<file path="config.mk">
export PLATFORM = sky130hd
export DESIGN_NAME = pipe_stall_ctrl_flat
export DESIGN_NICKNAME = d
export VERILOG_FILES = /design/src/rtl/pipe_stall_ctrl_if.sv /design/src/rtl/pipe_stall_ctrl.sv /design/src/flat_wrapper.sv
export SDC_FILE = /design/constraint.sdc
export NUM_CORES = 1
export LEC_CHECK = 0
export CORE_ASPECT_RATIO = 0.8
export CORE_MARGIN = 3
export CORE_UTILIZATION = 50
export DETAILED_ROUTE_END_ITERATION = 10
export GPL_ROUTABILITY_DRIVEN = 0
export GPL_TIMING_DRIVEN = 0
export PLACE_DENSITY = 0.83
export SLEW_MARGIN = 10
export SYNTH_ARGS = -nofsm -noshare
export SYNTH_HDL_FRONTEND = slang
export SYNTH_SLANG_ARGS = --single-unit
</file>
<file path="constraint.sdc">
create_clock -name clk -period 6.89 [get_ports clk]
set_clock_uncertainty 0.15 [all_clocks]
set_input_delay 1.0335 -clock clk [delete_from_list [all_inputs] [get_ports clk]]
set_output_delay 1.0335 -clock clk [all_outputs]
set_load 0.05 [all_outputs]
</file>
<file path="src/rtl/pipe_stall_ctrl_if.sv">
// Handshake bundle between the pipeline stages and the central stall/flush controller.
// The pipeline side (master) raises requests; the controller (slave) answers with stall/flush.
interface pipe_stall_ctrl_if #(
  parameter int CNT_W  = 6,
  parameter int PERF_W = 32
);
  logic              stallreq_id;
  logic              stallreq_ex;
  logic [CNT_W-1:0]  ex_mc_len;
  logic              excp_req;
  logic [31:0]       excp_vector;
  logic [5:0]        stall;
  logic              flush;
  logic [31:0]       new_pc;
  logic              mc_last;
  logic              mc_abort;
  logic [PERF_W-1:0] stall_cycles;

  modport master (
    output stallreq_id, stallreq_ex, ex_mc_len, excp_req, excp_vector,
    input  stall, flush, new_pc, mc_last, mc_abort, stall_cycles
  );

  modport slave (
    input  stallreq_id, stallreq_ex, ex_mc_len, excp_req, excp_vector,
    output stall, flush, new_pc, mc_last, mc_abort, stall_cycles
  );
endinterface

</file>
<file path="src/rtl/pipe_stall_ctrl.sv">
// Central stall/flush controller for the 5-stage core: arbitrates exception flush,
// EX multi-cycle ops and ID load-use bubbles, and counts stalled cycles.
module pipe_stall_ctrl #(
  parameter int CNT_W        = 6,
  parameter int FLUSH_CYCLES = 2,
  parameter int PERF_W       = 32
) (
  input  logic             clk,
  input  logic             rst,
  pipe_stall_ctrl_if.slave bus
);

  localparam int FCNT_W = (FLUSH_CYCLES > 2) ? $clog2(FLUSH_CYCLES) : 1;
  localparam logic [FCNT_W-1:0] FCNT_LOAD = FCNT_W'((FLUSH_CYCLES > 1) ? (FLUSH_CYCLES - 2) : 0);
  localparam logic [5:0]        STALL_MC  = 6'b001111;
  localparam logic [5:0]        STALL_LU  = 6'b000111;
  localparam logic [PERF_W-1:0] PERF_MAX  = '1;

  typedef enum logic [1:0] {
    S_IDLE    = 2'd0,
    S_MC_BUSY = 2'd1,
    S_FLUSH   = 2'd2
  } state_t;

  state_t            r_state;
  state_t            w_state_next;
  logic [CNT_W-1:0]  r_cnt;
  logic [CNT_W-1:0]  w_cnt_next;
  logic [FCNT_W-1:0] r_fcnt;
  logic [FCNT_W-1:0] w_fcnt_next;
  logic [31:0]       r_pc_q;
  logic [31:0]       w_pc_next;
  logic [PERF_W-1:0] r_stall_cycles;

  logic [5:0]        w_stall;
  logic              w_flush;
  logic              w_mc_last;
  logic              w_mc_abort;
  logic [31:0]       w_new_pc;

  always_ff @(posedge clk or negedge rst) begin
    if (!rst) begin
      r_state        <= S_IDLE;
      r_cnt          <= '0;
      r_fcnt         <= '0;
      r_pc_q         <= '0;
      r_stall_cycles <= '0;
    end else begin
      r_state <= w_state_next;
      r_cnt   <= w_cnt_next;
      r_fcnt  <= w_fcnt_next;
      r_pc_q  <= w_pc_next;
      if (w_stall[0] && (r_stall_cycles != PERF_MAX))
        r_stall_cycles <= r_stall_cycles + PERF_W'(1);
    end
  end

  always_comb begin
    w_state_next = r_state;
    w_cnt_next   = r_cnt;
    w_fcnt_next  = r_fcnt;
    w_pc_next    = r_pc_q;
    w_stall      = '0;
    w_flush      = 1'b0;
    w_mc_last    = 1'b0;
    w_mc_abort   = 1'b0;
    w_new_pc     = bus.excp_req ? bus.excp_vector : r_pc_q;

    // Exceptions pre-empt everything, including an in-flight multi-cycle op.
    if (bus.excp_req) begin
      w_flush    = 1'b1;
      w_pc_next  = bus.excp_vector;
      w_cnt_next = '0;
      w_mc_abort = (r_state == S_MC_BUSY);
      if (FLUSH_CYCLES > 1) begin
        w_state_next = S_FLUSH;
        w_fcnt_next  = FCNT_LOAD;
      end else begin
        w_state_next = S_IDLE;
      end
    end else begin
      unique case (r_state)
        S_FLUSH: begin
          w_flush = 1'b1;
          if (r_fcnt == '0)
            w_state_next = S_IDLE;
          else
            w_fcnt_next = r_fcnt - FCNT_W'(1);
        end
        S_MC_BUSY: begin
          if (r_cnt != '0) begin
            w_stall    = STALL_MC;
            w_cnt_next = r_cnt - CNT_W'(1);
          end else begin
            w_mc_last    = 1'b1;
            w_state_next = S_IDLE;
          end
        end
        default: begin
          // Countdown holds len-2: the request cycle and the mc_last cycle are not counted.
          if (bus.stallreq_ex) begin
            if (bus.ex_mc_len >= CNT_W'(2)) begin
              w_stall      = STALL_MC;
              w_cnt_next   = bus.ex_mc_len - CNT_W'(2);
              w_state_next = S_MC_BUSY;
            end else begin
              w_mc_last = 1'b1;
            end
          end else if (bus.stallreq_id) begin
            w_stall = STALL_LU;
          end
        end
      endcase
    end
  end

  // Reset forces every output low regardless of the inputs.
  assign bus.stall        = rst ? w_stall    : '0;
  assign bus.flush        = rst ? w_flush    : 1'b0;
  assign bus.mc_last      = rst ? w_mc_last  : 1'b0;
  assign bus.mc_abort     = rst ? w_mc_abort : 1'b0;
  assign bus.new_pc       = rst ? w_new_pc   : '0;
  assign bus.stall_cycles = r_stall_cycles;

endmodule

</file>
<file path="src/flat_wrapper.sv">
// flat-port wrapper written by rule: the top's interface ports become plain ports
module pipe_stall_ctrl_flat 
#(
  parameter int CNT_W        = 6,
  parameter int FLUSH_CYCLES = 2,
  parameter int PERF_W       = 32
)
  (clk, rst, bus_stallreq_id, bus_stallreq_ex, bus_ex_mc_len, bus_excp_req, bus_excp_vector, bus_stall, bus_flush, bus_new_pc, bus_mc_last, bus_mc_abort, bus_stall_cycles);
  pipe_stall_ctrl_if #(.CNT_W(CNT_W), .PERF_W(PERF_W)) bus_i ();
  input  logic clk;
  input  logic rst;
  input wire logic [$bits(bus_i.stallreq_id)-1:0] bus_stallreq_id;
  input wire logic [$bits(bus_i.stallreq_ex)-1:0] bus_stallreq_ex;
  input wire logic [$bits(bus_i.ex_mc_len)-1:0] bus_ex_mc_len;
  input wire logic [$bits(bus_i.excp_req)-1:0] bus_excp_req;
  input wire logic [$bits(bus_i.excp_vector)-1:0] bus_excp_vector;
  output wire logic [$bits(bus_i.stall)-1:0] bus_stall;
  output wire logic [$bits(bus_i.flush)-1:0] bus_flush;
  output wire logic [$bits(bus_i.new_pc)-1:0] bus_new_pc;
  output wire logic [$bits(bus_i.mc_last)-1:0] bus_mc_last;
  output wire logic [$bits(bus_i.mc_abort)-1:0] bus_mc_abort;
  output wire logic [$bits(bus_i.stall_cycles)-1:0] bus_stall_cycles;
  assign bus_i.stallreq_id = bus_stallreq_id;
  assign bus_i.stallreq_ex = bus_stallreq_ex;
  assign bus_i.ex_mc_len = bus_ex_mc_len;
  assign bus_i.excp_req = bus_excp_req;
  assign bus_i.excp_vector = bus_excp_vector;
  assign bus_stall = bus_i.stall;
  assign bus_flush = bus_i.flush;
  assign bus_new_pc = bus_i.new_pc;
  assign bus_mc_last = bus_i.mc_last;
  assign bus_mc_abort = bus_i.mc_abort;
  assign bus_stall_cycles = bus_i.stall_cycles;
  pipe_stall_ctrl #(.CNT_W(CNT_W), .FLUSH_CYCLES(FLUSH_CYCLES), .PERF_W(PERF_W)) u_core (.clk(clk), .rst(rst), .bus(bus_i));
endmodule
</file>
==> results.sh <==
export IMPL_status="finished, final reports clean"
export IMPL_synth_top_area_share_pct=48.7
export IMPL_fin_cells=556
export IMPL_cts_made_buffers=9
export IMPL_fin_ws_ns=2.38
export IMPL_initial_core_util_pct=52.7
export IMPL_cts_root_buf="clkbuf_8"
export IMPL_ys_flop_type="dfrtp_1"
export IMPL_cts_sinks=72
export IMPL_grt_first_pass_wirelength_um=14300
export IMPL_remaining_drc_errors=0
export IMPL_crit_end="bus_stall[1]"
export IMPL_antenna_found_initial=0
export IMPL_synth_most_common_cell="dfrtp_1"
export IMPL_drt_pre_antenna_iters=4
export IMPL_tightest_slew_ns=1.03
export IMPL_dieArea_um2=8480
export IMPL_initialDrtViolationCount=126
export IMPL_rsz0062_at_grt="false"
export IMPL_cap_violations=0
export IMPL_cts_setup_buffers=0
export IMPL_netSwitchingFraction_pct=35.0
export IMPL_die_h_um=83.0
export IMPL_path_common_cell="clkdlybuf4s50_1"
export IMPL_antenna_cells=0
export IMPL_r2r_start="u_core.r_state[0]$_DFFE_PN0P_"
export IMPL_dp_hpwl_um=6380
export IMPL_cts_buffer_depth=2
export IMPL_post_drt_wl_per_cell_um=15.3
export IMPL_synth_edf_count=0
export IMPL_synth_area_um2=3700
export IMPL_path_clk_slew_ns=0.07
export IMPL_routed_via_density=5.37
export IMPL_dp_slack_ns=2.34
export IMPL_area_growth_pct=38.6
export IMPL_hold_viol=0
export IMPL_synth_compound_area_share_pct=6.42
export IMPL_cp_data_arrival_time_ns=3.33
export IMPL_critPathTopFamily="buffers and inverters"
export IMPL_routed_wl_um=8530
export IMPL_final_util_pct=73.0
export IMPL_p_per_area_nw_per_um2=219
export IMPL_pwr_share_clk_pct=26.4
export IMPL_clock_latency_ns=0.34
export IMPL_peakVddDrop_v=0.000153
export IMPL_cp_depth=6
export IMPL_rows=27
export IMPL_ant_nets=0
export IMPL_grt_max_degree=55
export IMPL_synth_xor_area_share_pct=8.25
export IMPL_drv_slew=0
export IMPL_path_cells="clkdlybuf4s50_1 > nor3_1 > a31o_1 > a21oi_1 > buf_4 > clkdlybuf4s50_1"
export IMPL_seq_power_share_pct=44.0
export IMPL_synth_top_cell_by_area="dfrtp_1"
export IMPL_synth_distinct_cells=48
export IMPL_hold_buffers=0
export IMPL_crit_path_max_fanout=5
export IMPL_synth_top_cells_by_count="72 x dfrtp_1, 33 x mux2_2, 32 x and2_1"
export IMPL_yosys_warnings=0
export IMPL_max_stage_delay_ns=0.69
export IMPL_yosys_area_share_simple_pct=20.6
export IMPL_drive_gt1_share_pct=13.6
export IMPL_cp_required_ns=5.71
export IMPL_setup_worst_path_start="bus_ex_mc_len[3]"
export IMPL_start_kind="input port"
export IMPL_hp_class="reg2reg"
export IMPL_critPathBufInv=3
export IMPL_tritoncts="done"
export IMPL_overflow=0
export IMPL_endpoint_kind="output port"
export IMPL_synthTopCellsByArea="dfrtp_1 49%, mux2_2 10%, xnor2_1 5.7%"
export IMPL_p_leak_nw=2.08
export IMPL_fmax_mhz=221
export IMPL_crit_slowest_cell="clkdlybuf4s50_1"
export IMPL_setup_viol=0
export IMPL_combPwrFrac_pct=29.6
export IMPL_globalRouteTotalUtil_pct=21.1
export IMPL_regToRegSetupSlack_ns=4.13
export IMPL_die_w_um=102
export IMPL_synth_top_family_by_area="simple AND/OR/NAND/NOR gates"
export IMPL_postSynthAreaPerCell_um2=10.9
export IMPL_finalCritPeriodShare_pct=65.5
export IMPL_placed_cells=541
export IMPL_p_sw_uw=394
export IMPL_synthAdderAreaFrac_pct=1.69
export IMPL_worstRegToRegCells=7
export IMPL_synth_seq_cells=72
export IMPL_synth_async_reset_ratio_pct=100
export IMPL_synthCells=340
export IMPL_synth_mux_area_fraction_pct=10.6
export IMPL_core_um2=7030
export IMPL_crit_type="in2out"
export IMPL_synth_seq_area_share_pct=48.7
export IMPL_fin_crit_ns=4.51
export IMPL_port_buffers=112
export IMPL_maxSlewHeadroom_pct=31.4
export IMPL_vias=2987
export IMPL_fillers=520
export IMPL_nets=513
export IMPL_cts_resized=0
export IMPL_num_io_pins=116
export IMPL_grt_pass1_vias=3040
export IMPL_r2r_end="u_core.bus.stall_cycles[14]$_DFFE_PN0P_"
export IMPL_internal_power_uw=732
export IMPL_htree_levels=3
flip-flops by register name, indices dropped and copies added (netlist names):
signal and flops:
u_core.r_pc_q 32, u_core.r_cnt 6, u_core.bus.stall_cycles 32, u_core.r_state 2
worst register-to-register path: stages (launching register included):
cell and delay (ns):
dfrtp_1 0.38, inv_1 0.05, ha_1 0.34, o21ai_1 0.09, a31o_1 0.26, a2111oi_2 0.96
nand3_1 0.22, xnor2_1 0.19
cell usage in the layout, fill, tap and decap left out, drive strengths merged, types with 10 or more instances in the layout:
master and count:
a21oi 11, and2 32, clkbuf 22, clkdlybuf4s50 111, dfrtp 72, inv 10
mux2 33, nand2 19, nand3 17, nand4 13, nor2 13, o21ai 10
xnor2 25
through the flow:
step | setup TNS, ns | cell area, um^2 | hold slack (ns) | power (mW)
after global placement | -0.0390 | 4930 | 0.323 | 0.830
after detailed placement | 0 | 4960 | 0.328 | 0.840
after global routing | 0 | 5130 | 0.358 | 1.18
after floorplan | 0 | 3700 | 0.316 | 0.710
final | 0 | 5130 | 0.344 | 1.13
after CTS | 0 | 5130 | 0.349 | 1.14
area by class of cell:
cell class                 count  area (um^2)  area share, %
clock buffer                  10          138           2.68
buffer                        18         97.6           1.90
tap                           87          109           2.12
clock inverter                 5         33.8          0.658
multi-input combinational    241         1770           34.5
sequential                    72         1800           35.1
inverter                      10         37.5          0.732
timing repair buffer         113         1150           22.3
power by group through the flow:
stage	combinational, mW	sequential (mW)	clock [mW]
global placement	0.329	0.500	0
finish	0.334	0.495	0.297
CTS	0.337	0.495	0.305
detailed placement	0.336	0.504	0
floorplan	0.162	0.548	0
global route	0.354	0.501	0.328
per-layer routing:
layer / routed length [um] / track usage (%) / part of all wire [%] / up-vias
met1: 3610 / 27.5 / 42 / 1423
met2: 4000 / 32.9 / 47 / 116
met5: 0 / 0 / 0 / -
met4: 107 / 5.48 / 1.3 / 0
met3: 805 / 8.31 / 9.4 / 14
li1: - / - / - / 1434
kinds of logic after synthesis:
| group | count (synthesis) |
|---|---|
| simple gates | 129 |
| fa+ha+maj | 5 |
| compound gates | 36 |
| other cells | 1 |
| flops | 72 |
| buf+inv | 28 |
| xor+xnor | 34 |
| mux | 35 |
worst min-delay path by stage:
stage | startpoint | to | slack [ns] | cells past startpoint
after floorplan | u_core.r_pc_q[0]$_DFF_PN0_ | u_core.r_pc_q[0]$_DFF_PN0_ | 0.32 | 1
after global placement | u_core.bus.stall_cycles[27]$_DFFE_PN0P_ | u_core.bus.stall_cycles[27]$_DFFE_PN0P_ | 0.32 | 1
after detailed placement | u_core.bus.stall_cycles[31]$_DFFE_PN0P_ | u_core.bus.stall_cycles[31]$_DFFE_PN0P_ | 0.33 | 1
after CTS | u_core.r_pc_q[4]$_DFF_PN0_ | u_core.r_pc_q[4]$_DFF_PN0_ | 0.35 | 1
after global routing | u_core.r_pc_q[11]$_DFF_PN0_ | u_core.r_pc_q[11]$_DFF_PN0_ | 0.36 | 1
final | u_core.r_pc_q[29]$_DFF_PN0_ | u_core.r_pc_q[29]$_DFF_PN0_ | 0.34 | 1
Note: power is estimated with default switching activity, not from simulation.
